==> config.mk <==
export PLATFORM = sky130hd
export DESIGN_NAME = enc_serializer_flat
export DESIGN_NICKNAME = d
export VERILOG_FILES = /design/src/rtl/enc_serializer_if.sv /design/src/rtl/enc_serializer.sv /design/src/flat_wrapper.sv
export SDC_FILE = /design/constraint.sdc
export NUM_CORES = 1
export LEC_CHECK = 0
export ABC_AREA = 1
export CORE_MARGIN = 2
export CORE_UTILIZATION = 25
export CTS_BUF_LIST = sky130_fd_sc_hd__clkbuf_8 sky130_fd_sc_hd__clkbuf_16
export CTS_CLUSTER_SIZE = 12
export DETAILED_ROUTE_END_ITERATION = 6
export SETUP_SLACK_MARGIN = 0.15
export SLEW_MARGIN = 10
export SYNTH_ARGS = -nofsm -noshare
export SYNTH_HDL_FRONTEND = slang
export SYNTH_SLANG_ARGS = --single-unit
==> constraint.sdc <==
create_clock -name clk -period 2.5 [get_ports clk]
set_clock_uncertainty 0.05 [all_clocks]
set_input_delay 0.5 -clock clk [delete_from_list [all_inputs] [get_ports clk]]
set_output_delay 0.5 -clock clk [all_outputs]
set_load 0.005 [all_outputs]
==> src/rtl/enc_serializer_if.sv <==
// Word-in / symbol-out streaming bundle for enc_serializer.
// The slave modport is the serializer's view; the master modport is the source/sink side.
interface enc_serializer_if #(
    parameter int unsigned WORD_W      = 16,
    parameter int unsigned SYM_W       = 2,
    parameter int unsigned FRAME_WORDS = 4
);
    localparam int unsigned POS_W = (FRAME_WORDS > 1) ? $clog2(FRAME_WORDS) : 1;

    logic              in_valid;
    logic              in_ready;
    logic [WORD_W-1:0] in_data;
    logic              out_valid;
    logic              out_ready;
    logic [SYM_W-1:0]  out_sym;
    logic              out_first;
    logic              out_last;
    logic [POS_W-1:0]  frame_pos;

    modport master (
        output in_valid, in_data, out_ready,
        input  in_ready, out_valid, out_sym, out_first, out_last, frame_pos
    );

    modport slave (
        input  in_valid, in_data, out_ready,
        output in_ready, out_valid, out_sym, out_first, out_last, frame_pos
    );
endinterface

==> src/rtl/enc_serializer.sv <==
// Unpacks 16-bit convolutional-code words into 2-bit symbols (symbol k = bits [2k+1:2k]),
// through a 2-word FIFO, with per-word first and per-frame last markers.
module enc_serializer #(
    parameter int unsigned WORD_W      = 16,
    parameter int unsigned SYM_W       = 2,
    parameter int unsigned FRAME_WORDS = 4
) (
    input  logic             clk,
    input  logic             rst,
    enc_serializer_if.slave  bus
);
    localparam int unsigned SYMS   = WORD_W / SYM_W;
    localparam int unsigned SIDX_W = (SYMS > 1) ? $clog2(SYMS) : 1;
    localparam int unsigned POS_W  = (FRAME_WORDS > 1) ? $clog2(FRAME_WORDS) : 1;

    localparam logic [SIDX_W-1:0] LAST_SYM = SIDX_W'(SYMS - 1);
    localparam logic [POS_W-1:0]  LAST_POS = POS_W'(FRAME_WORDS - 1);
    localparam logic [1:0]        FULL     = 2'd2;

    // Registered state
    logic [WORD_W-1:0] mem [2];
    logic              wr_ptr;
    logic              rd_ptr;
    logic [1:0]        count;
    logic [SIDX_W-1:0] sym_idx;
    logic [POS_W-1:0]  frame_pos;

    // Next-state values
    logic [WORD_W-1:0] mem_nxt [2];
    logic              wr_ptr_nxt;
    logic              rd_ptr_nxt;
    logic [1:0]        count_nxt;
    logic [SIDX_W-1:0] sym_idx_nxt;
    logic [POS_W-1:0]  frame_pos_nxt;

    // Handshake decodes; in_ready depends only on registered count
    logic              in_ready_c;
    logic              out_valid_c;
    logic              push_c;
    logic              beat_c;
    logic              pop_c;
    logic [WORD_W-1:0] head_c;
    logic [SYM_W-1:0]  syms_c [SYMS];

    assign in_ready_c  = (count != FULL);
    assign out_valid_c = (count != 2'd0);
    assign push_c      = bus.in_valid & in_ready_c;
    assign beat_c      = out_valid_c & bus.out_ready;
    assign pop_c       = beat_c & (sym_idx == LAST_SYM);

    // State register
    always_ff @(posedge clk or negedge rst) begin
        if (!rst) begin
            mem[0]    <= '0;
            mem[1]    <= '0;
            wr_ptr    <= 1'b0;
            rd_ptr    <= 1'b0;
            count     <= 2'd0;
            sym_idx   <= '0;
            frame_pos <= '0;
        end else begin
            mem[0]    <= mem_nxt[0];
            mem[1]    <= mem_nxt[1];
            wr_ptr    <= wr_ptr_nxt;
            rd_ptr    <= rd_ptr_nxt;
            count     <= count_nxt;
            sym_idx   <= sym_idx_nxt;
            frame_pos <= frame_pos_nxt;
        end
    end

    // Next-state logic: push writes at wr_ptr, the eighth beat of a word pops it
    always_comb begin
        mem_nxt[0]    = mem[0];
        mem_nxt[1]    = mem[1];
        wr_ptr_nxt    = wr_ptr;
        rd_ptr_nxt    = rd_ptr;
        count_nxt     = count;
        sym_idx_nxt   = sym_idx;
        frame_pos_nxt = frame_pos;

        if (push_c) begin
            mem_nxt[wr_ptr] = bus.in_data;
            wr_ptr_nxt      = ~wr_ptr;
        end

        if (beat_c) begin
            if (pop_c) begin
                sym_idx_nxt   = '0;
                rd_ptr_nxt    = ~rd_ptr;
                frame_pos_nxt = (frame_pos == LAST_POS) ? '0 : POS_W'(frame_pos + 1'b1);
            end else begin
                sym_idx_nxt = SIDX_W'(sym_idx + 1'b1);
            end
        end

        case ({push_c, pop_c})
            2'b10:   count_nxt = 2'(count + 2'd1);
            2'b01:   count_nxt = 2'(count - 2'd1);
            default: count_nxt = count;
        endcase
    end

    // Symbol slicing of the head word
    assign head_c = mem[rd_ptr];

    for (genvar g = 0; g < SYMS; g++) begin : g_slice
        assign syms_c[g] = head_c[g*SYM_W +: SYM_W];
    end

    assign bus.in_ready  = in_ready_c;
    assign bus.out_valid = out_valid_c;
    assign bus.out_sym   = out_valid_c ? syms_c[sym_idx] : '0;
    assign bus.out_first = out_valid_c & (sym_idx == '0);
    assign bus.out_last  = out_valid_c & (sym_idx == LAST_SYM) & (frame_pos == LAST_POS);
    assign bus.frame_pos = frame_pos;
endmodule

==> src/flat_wrapper.sv <==
// flat-port wrapper written by rule: the top's interface ports become plain ports
module enc_serializer_flat 
#(
    parameter int unsigned WORD_W      = 16,
    parameter int unsigned SYM_W       = 2,
    parameter int unsigned FRAME_WORDS = 4
)
  (clk, rst, bus_in_valid, bus_in_data, bus_out_ready, bus_in_ready, bus_out_valid, bus_out_sym, bus_out_first, bus_out_last, bus_frame_pos);
  enc_serializer_if #(.WORD_W(WORD_W), .SYM_W(SYM_W), .FRAME_WORDS(FRAME_WORDS)) bus_i ();
  input  logic clk;
  input  logic rst;
  input wire logic [$bits(bus_i.in_valid)-1:0] bus_in_valid;
  input wire logic [$bits(bus_i.in_data)-1:0] bus_in_data;
  input wire logic [$bits(bus_i.out_ready)-1:0] bus_out_ready;
  output wire logic [$bits(bus_i.in_ready)-1:0] bus_in_ready;
  output wire logic [$bits(bus_i.out_valid)-1:0] bus_out_valid;
  output wire logic [$bits(bus_i.out_sym)-1:0] bus_out_sym;
  output wire logic [$bits(bus_i.out_first)-1:0] bus_out_first;
  output wire logic [$bits(bus_i.out_last)-1:0] bus_out_last;
  output wire logic [$bits(bus_i.frame_pos)-1:0] bus_frame_pos;
  assign bus_i.in_valid = bus_in_valid;
  assign bus_i.in_data = bus_in_data;
  assign bus_i.out_ready = bus_out_ready;
  assign bus_in_ready = bus_i.in_ready;
  assign bus_out_valid = bus_i.out_valid;
  assign bus_out_sym = bus_i.out_sym;
  assign bus_out_first = bus_i.out_first;
  assign bus_out_last = bus_i.out_last;
  assign bus_frame_pos = bus_i.frame_pos;
  enc_serializer #(.WORD_W(WORD_W), .SYM_W(SYM_W), .FRAME_WORDS(FRAME_WORDS)) u_core (.clk(clk), .rst(rst), .bus(bus_i));
endmodule
# ---- After elaboration in Yosys (flattened, before gate mapping)
# Cells that the tools add are included.
dict set report word_totals {
  elab_cells 49
  register_bits 41
  out_inout_bits 8
}
dict set report classes {
  muxes 13
  bitwise 11
  eq_ne 5
  n_lt_le_gt_ge 4
  add_sub_neg 4
  reduce_logical 5
}
# cell n
set op_table {}
lappend op_table {{$mux W16} 4}
lappend op_table {{$bwmux W32} 1}
lappend op_table {{$demux W16 S1} 1}
lappend op_table {{$mux W2} 4}
lappend op_table {{$and A1 B1 Y1} 6}
lappend op_table {{$bmux W2 S3} 1}
lappend op_table {{$add A2 B1 Y2 const B} 2}
lappend op_table {{$eq A2 B2 Y1 const B} 2}
lappend op_table {{$ge A2 B2 Y1 const B} 2}
lappend op_table {{$ge A4 B4 Y1 const B} 1}
lappend op_table {{$not A1 Y2} 2}
lappend op_table {{$not A3 Y4} 1}
lappend op_table {{$pmux W2 S2} 1}
lappend op_table {{$reduce_bool A2 Y1} 2}
lappend op_table {{$add A3 B1 Y3 const B} 1}
lappend op_table {{$eq A3 B3 Y1 const B} 1}
lappend op_table {{$logic_not A3 Y1} 1}
lappend op_table {{$mux W3} 1}
lappend op_table {{$eq A2 B1 Y1 const B} 1}
lappend op_table {{$lt A2 B1 Y1 const B} 1}
lappend op_table {{$ne A2 B2 Y1 const B} 1}
lappend op_table {{$not A1 Y1} 2}
lappend op_table {{$reduce_and A2 Y1} 1}
lappend op_table {{$sub A2 B1 Y2 const B} 1}
lappend op_table {{$logic_and A1 B1 Y1} 1}

# ---- Logic depth before layout (Yosys ltp)
# Gate-level depths: netlist of run 1.
dict set report depth {
  depth_word 8
  depth_mapped 8
  mapped_depth_nobuf 8
}

# ---- Least setup slack after synthesis of run 1
# Ideal clock, no wire load.
dict set report synth_timing {
  path_kind {flip-flop to flip-flop}
  startpoint {register u_core.sym_idx[0]}
  endpoint {register u_core.count[1]}
  setup_time_ns 0.126
  arrival_time_ns 1.610
  period_less_slack_ns 1.786
  setup_slack_ns 0.714
  path_stages_with_launch 9
  path_cell_list {dfrtp_1 ha_1 ha_1 inv_1 nor2_4 ha_1 a21oi_1 o21ai_0 xnor2_1}
}
dict set report synth_between {
  elab_chain_len 4
  elab_cells_between_ends 6
}
# item line
set synth_lines {}
lappend synth_lines {{from (decl)} enc_serializer.sv:25} ;# logic [SIDX_W-1:0] sym_idx;
lappend synth_lines {{from (signal assigned)} enc_serializer.sv:67} ;# sym_idx <= sym_idx_nxt;
lappend synth_lines {{$eq A3 B3 Y1 (*)} enc_serializer.sv:49} ;# assign pop_c = beat_c & (sym_idx == LAST_SYM);
lappend synth_lines {{$and A1 B1 Y1 (*)} enc_serializer.sv:49}
lappend synth_lines {{$eq A2 B1 Y1 or $eq A2 B2 Y1 (tied branches)} enc_serializer.sv:97} ;# case ({push_c, pop_c})
lappend synth_lines {{$pmux W2 S2 or $reduce_bool A2 Y1 (tied branches)} --}
lappend synth_lines {{to (signal assigned)} enc_serializer.sv:66} ;# count <= count_nxt;
lappend synth_lines {{to (decl)} enc_serializer.sv:24} ;# logic [1:0] count;
# Mark *: on every way between the ends. The rest lies on a longest branch, timed or not.
# A chain may end at the register's enable or synchronous reset.

# ---- Worst setup path after layout of run 1
dict set report layout_timing {
  startpoint {register u_core.sym_idx[1]}
  endpoint {output bus_out_first}
}
dict set report layout_between {
  elab_chain_len 2
}
# item line
set layout_lines {}
lappend layout_lines {{$logic_not A3 Y1} enc_serializer.sv:114} ;# assign bus.out_first = out_valid_c & (sym_idx == '0);
lappend layout_lines {{$and A1 B1 Y1} enc_serializer.sv:114}
lappend layout_lines {{to (decl)} flat_wrapper.sv:18} ;# output wire logic [$bits(bus_i.out_first)-1:0] bus_out_first;
# No other way between the ends.

==> run_results.csv, run 1 <==
group,metric,value,unit
sta,post-route-period-util,90.4,%
critical_path,cpMaxStageDelayCell,"clkdlybuf4s50_1",
critical_path,r2r-start,"u_core.count[1]$_DFFE_PN0P_",
finish,fin_util,32.1,%
clock_network,clock_path_buffers,2,
floorplanning,die_y,95.0,um
sta,fmax,443,MHz
clock_network,cts_tree,"yes",
detailed_routing,dr.pass1.iters,4,
detailed_routing,vias,1506,
finish,fin_nets,281,
sta,post-route-min-period,2.26,ns
synth,synthTopCellsByCount,"dfrtp_1, nand2_1, inv_1",
run_status,outcome,"finished, final reports clean",
clock_network,ctsHoldBuffers,0,
critical_path,start_kind,"register",
place,io_buffers,27,
detailed_routing,routedWlPerCell,12.0,um
synth,yosysTopAreaCellShare,49.6,%
place,dpl.hpwl,3020,um
clock_network,clock_latency,0.29,ns
sta,setup_viol,0,
synth,yosys_warnings,0,
sta,finalSetupTns,0,ns
detailed_routing,wirelength,4330,um
power,ir_drop,0.000509,V
critical_path,cp.arrival,1.71,ns
critical_path,worstRegToRegCells,8,
flow_run,cap_violations,0,
global_route,grt_max_degree,42,
clock_network,cts_buffers,5,
synth,synth_area_leaders,"dfrtp_1, mux2_4, nand2_1",
clock_network,clk_pin_slew,0.08,ns
floorplanning,dieArea,0.00902,sq mm
global_route,grt_pass1_wl,7260,um
floorplanning,ioPinCount,28,
global_route,grt_pass1_vias,1553,
floorplanning,core,0.00813,sq mm
floorplanning,die_w,95.0,um
detailed_routing,viasPerCell,4.16,
critical_path,r2r_end,"u_core.count[1]$_DFFE_PN0P_",
synth,ys_async_sr_fraction,100,%
sta,hold_viol,0,
synth,ys_ff_latch,41,
synth,ys_seq_area_share,49.6,%
power,p_total,0.00325,W
finish,final_layout_size_suffix_gt1_share,17.5,%
place,gp_congestion,0.748,
critical_path,setup.worst_path.class,"register to output port",
detailed_routing,drtIter0Drc,43,
floorplanning,rows,33,
synth,synth_most_common_cell,"dfrtp_1",
finish,diodes,0,
synth,synthFlopType,"dfrtp_1",
hold_path,min_path_type,"input port to async pin",
sta,fin_ws,0.241,ns
critical_path,cp.required,1.95,ns
synth,syn_area,0.00207,sq mm
synth,syn_inst,223,
clock_network,cts.htree.levels,2,
synth,avgSynthCellArea,9.28,sq um
detailed_routing,drc_errors,0,
power,p_leak,1.24,nW
global_route,grt_remaining_overflow,0,
place,dp_slack,0.192,ns
synth,syn_nets,248,
detailed_routing,postRouteAntennaNets,0,
floorplanning,start_util,25.4,%
sta,worst_pin_slew,0.927,ns
critical_path,worstPathMaxFanout,6,
global_route,track_usage,10.4,%
critical_path,critPathCaptureType,"output port",
synth,synth_top_cell_by_area,"dfrtp_1",
finish,syn_to_final_growth,26.0,%
clock_network,cts-root-buf,"clkbuf_8",
sta,slew_violations,0,
critical_path,r2r_slack,0.57,ns
critical_path,max_stage_delay,0.52,ns
power,power_density,1250,mW/mm^2
synth,synthDistinctLibCells,26,
sta,slew_headroom,38.2,%
global_route,antenna_found_initial,0,
clock_network,cts_sinks,41,
critical_path,path_cells,"inv_2 > ha_1 > nand2_1 > nor2_1 > clkdlybuf4s50_1",
synth,synth_edf_count,0,
sta,rsz0062_at_grt,"no",
==> through the flow <==
stage,instances,hold slack [ns],area [sq um]
final,362,0.285,2610
after global routing,362,0.358,2610
after CTS,362,0.319,2600
after detailed placement,350,0.417,2430
after global placement,350,0.410,2430
after floorplan,223,0.154,2070
==> cell type report <==
class / instances / area (sq um)
Inverter: 29 / 111
Tap cell: 105 / 131
Fill cell: 859 / 5530
Timing Repair Buffer: 35 / 337
Multi-Input combinational cell: 144 / 882
Clock inverter: 2 / 33.8
Clock buffer: 6 / 82.6
Sequential cell: 41 / 1030
==> cells in the final DEF, fill, tap and decap left out <==
cell | netlist | routed
nand2_1 | 40 | 40
dfrtp_1 | 41 | 38
inv_1 | 28 | 26
o21ai_0 | 25 | 25
clkdlybuf4s50_1 | 0 | 23
nand3_1 | 18 | 18
nor2_1 | 16 | 16
mux2_4 | 12 | 12
a21oi_1 | 10 | 9
buf_4 | 2 | 7
clkbuf_8 | 0 | 6
ha_1 | 5 | 5
o211ai_1 | 4 | 4
inv_2 | 1 | 3
dfrtp_2 | 0 | 3
nand2_2 | 2 | 2
nor2_4 | 2 | 2
xnor2_1 | 2 | 2
dlymetal6s2s_1 | 0 | 2
inv_4 | 0 | 1
nor2_2 | 1 | 1
a21oi_2 | 0 | 1
nand2_4 | 1 | 1
nor3_2 | 0 | 1
nand3_4 | 1 | 1
mux2_2 | 1 | 1
o21a_1 | 1 | 1
xor2_1 | 1 | 1
o21ai_1 | 1 | 1
bufinv_16 | 0 | 1
buf_2 | 4 | 1
dlygate4sd2_1 | 0 | 1
buf_8 | 0 | 1
==> report_power, final <==
group          switching [W]  leakage [nW]  internal (W)  total [W]
Clock               0.000233        0.0626      0.000322   0.000554
Combinational       0.000762         0.687      0.000739    0.00150
Sequential          0.000203         0.488      0.000996    0.00120
Total                0.00120          1.24       0.00206    0.00325
==> layer usage <==
layer	wire length [um]	share of wire (%)	vias up	track usage, %
li1	-	-	786	-
met1	2290	53	688	15.1
met2	1800	42	24	15.0
met3	193	4.5	8	2.87
met4	46	1.1	0	3.26
met5	0	0	-	0
==> registers in the layout, summed over array words and instances, names as in the netlist <==
register	flops
u_core.mem	32
u_core.wr_ptr	1
u_core.bus.frame_pos	2
u_core.sym_idx	3
u_core.count	2
u_core.rd_ptr	1
==> how the worst max path moves through the flow <==
stage                                  start                     endpoint  slack (ns)  cells past startpoint
2_1_floorplan  u_core.sym_idx[0]$_DFFE_PN0P_  u_core.count[1]$_DFFE_PN0P_        0.71                      8
3_3_place_gp       u_core.rd_ptr$_DFFE_PN0P_               bus_out_sym[0]        0.22                      8
3_5_place_dp       u_core.rd_ptr$_DFFE_PN0P_               bus_out_sym[0]        0.19                      8
4_1_cts            u_core.rd_ptr$_DFFE_PN0P_               bus_out_sym[0]        0.05                      8
5_1_grt            u_core.rd_ptr$_DFFE_PN0P_               bus_out_sym[1]        0.16                      7
6_report       u_core.sym_idx[1]$_DFFE_PN0P_                bus_out_first        0.24                      5
==> worst max-delay path: cells and delay by family (launching register included) <==
kind          cells  cell delay (ns)
fa+ha+maj         1             0.17
flops             1             0.43
simple gates      2             0.16
buf+inv           2             0.65
==> cells by family after synthesis <==
family / Yosys count / synth area share, %
flops: 41 / 49.6
compound gates: 41 / 10.5
mux: 13 / 9.25
buf+inv: 38 / 8.22
xor+xnor: 3 / 1.27
simple gates: 82 / 18.1
fa+ha+maj: 5 / 3.02
==> repair_timing <==
action / 4_1_cts / 5_1_grt
pin swaps: 0 / 0
gates resized for setup: 10 / 4
endpoints found under the setup margin: 4 / 3
buffers inserted: 4 / 0
Power figures use the tool's default switching activity.
==> run 2: changes to the inputs <==
Settings changed: ABC_CLOCK_PERIOD_IN_PS set to 2500.
==> results of run 2 <==
The final DEF is identical to that of run 1; final timing and power are the same.
==> run 3: changes to the inputs <==
Settings changed: CORE_MARGIN 2 to unset.
==> run_results.csv, run 3 (synthesis gave the netlist of run 1 again) <==
group,metric,value,unit
detailed_routing,drc_errors,0,
clock_network,cts-root-buf,"clkbuf_8",
critical_path,critPathCaptureType,"output port",
clock_network,cts_sinks,41,
finish,largest_reg_flops,32,
sta,hold_viol,0,
detailed_routing,dr.pass1.iters,4,
sta,slew_violations,0,
sta,fmax,446,MHz
finish,syn_to_final_growth,28.1,%
critical_path,setup.worst_path.class,"register to output port",
global_route,grt_pass1_vias,1560,
floorplanning,core,0.00785,sq mm
finish,fin_util,33.8,%
critical_path,start_kind,"register",
sta,fin_ws,0.257,ns
finish,fillers,832,
hold_path,min_path_type,"input port to async pin",
finish,seq_area,0.00103,sq mm
finish,largest_register,"u_core.mem",
floorplanning,start_util,26.4,%
floorplanning,rows,32,
finish,mostFrequentLayoutCells,"nand2_1, dfrtp_1, inv_1",
critical_path,cp.required,1.95,ns
finish,diodes,0,
power,ir_drop,0.000515,V
clock_network,cts_tree,"yes",
critical_path,cp.arrival,1.69,ns
clock_network,clock_path_buffers,2,
flow_run,cap_violations,0,
clock_network,clock_latency,0.29,ns
global_route,track_usage,11.4,%
finish,final_layout_size_suffix_gt1_share,19.3,%
clock_network,cts_buffers,5,
place,gp_congestion,0.841,
sta,post-route-min-period,2.24,ns
finish,multi_input_area,893,sq um
global_route,antenna_found_initial,0,
finish,fin_nets,283,
global_route,grt_pass1_wl,7640,um
power,power_density,1260,mW/mm^2
critical_path,r2r-start,"u_core.count[1]$_DFFE_PN0P_",
detailed_routing,postRouteAntennaNets,0,
detailed_routing,drtIter0Drc,112,
finish,layout_commonest_cell,"nand2_1",
sta,rsz0062_at_grt,"no",
power,p_total,0.00333,W
sta,worst_pin_slew,0.946,ns
global_route,grt_max_degree,42,
detailed_routing,vias,1538,
floorplanning,die_y,93.0,um
place,dpl.hpwl,3090,um
global_route,grt_remaining_overflow,0,
clock_network,cts.htree.levels,2,
critical_path,startpoint,"u_core.sym_idx[0]$_DFFE_PN0P_",
floorplanning,ioPinCount,28,
power,p_leak,1.25,nW
clock_network,clk_pin_slew,0.08,ns
floorplanning,dieArea,0.00865,sq mm
sta,slew_headroom,36.9,%
detailed_routing,viasPerCell,4.26,
place,dp_slack,0.237,ns
sta,finalSetupTns,0,ns
floorplanning,die_w,93.0,um
detailed_routing,routedWlPerCell,12.3,um
sta,setup_viol,0,
run_status,outcome,"finished, final reports clean",
place,io_buffers,27,
critical_path,worstPathMaxFanout,7,
sta,post-route-period-util,89.7,%
detailed_routing,wirelength,4450,um
finish,reg_top3,"u_core.mem: 32 flops, u_core.sym_idx: 3 flops",
run 3: critical path: stages, from the launching register on:
cell,delay [ns]
dfrtp_2,0.44
inv_2,0.12
ha_1,0.16
nand2_1,0.06
nor2_2,0.11
clkdlybuf4s50_1,0.51
run 3: path summary, 6_finish.rpt:
path / endpoint / slack (ns) / cells after the start
max in group asynchronous: u_core.rd_ptr$_DFFE_PN0P_ / 1.45 / 1
worst min register to register: u_core.wr_ptr$_DFFE_PN0N_ / 0.43 / 2
worst min-delay path: u_core.mem[17]$_DFFE_PN0P_ / 0.30 / 1
worst max-delay path: bus_out_first / 0.26 / 5
min in group clk: u_core.wr_ptr$_DFFE_PN0N_ / 0.43 / 2
worst max register to register: u_core.count[1]$_DFFE_PN0P_ / 0.57 / 8
run 3: per-stage QoR:
stage / instances / area, sq um / hold WS [ns]
after floorplan: 223 / 2070 / 0.154
after global placement: 347 / 2440 / 0.405
after detailed placement: 347 / 2440 / 0.421
after CTS: 360 / 2620 / 0.340
after global routing: 361 / 2650 / 0.384
final: 361 / 2650 / 0.303
run 3: what timing repair did:
action | CTS | global route
hold buffers | 0 | 0
pin swaps | 0 | 3
setup endpoints to repair | 4 | 4
resized for setup | 10 | 10
cloned | 1 | 0
buffers inserted | 4 | 1
run 3: area by class of cell:
class	count	area share, %
tap	102	4.82
inverter	29	4.11
clock buffer	6	3.12
multi-input combinational	144	33.7
timing repair buffer	37	14.1
clock inverter	2	1.27
sequential	41	38.9
run 3: where the power goes:
group	internal (W)	switching, W	total, W
Clock	0.000322	0.000228	0.000550
Sequential	0.000996	0.000192	0.00119
Combinational	0.000795	0.000796	0.00159
Total	0.00211	0.00122	0.00333
run 3: per-layer routing:
layer  vias to the layer above  routed length (um)  GRT usage (%)
met1                       717                2270           15.7
met3                         5                 190           3.17
li1                        785                   -              -
met2                        31                1940           17.3
met4                         0                  46           3.46
met5                         -                   0              0
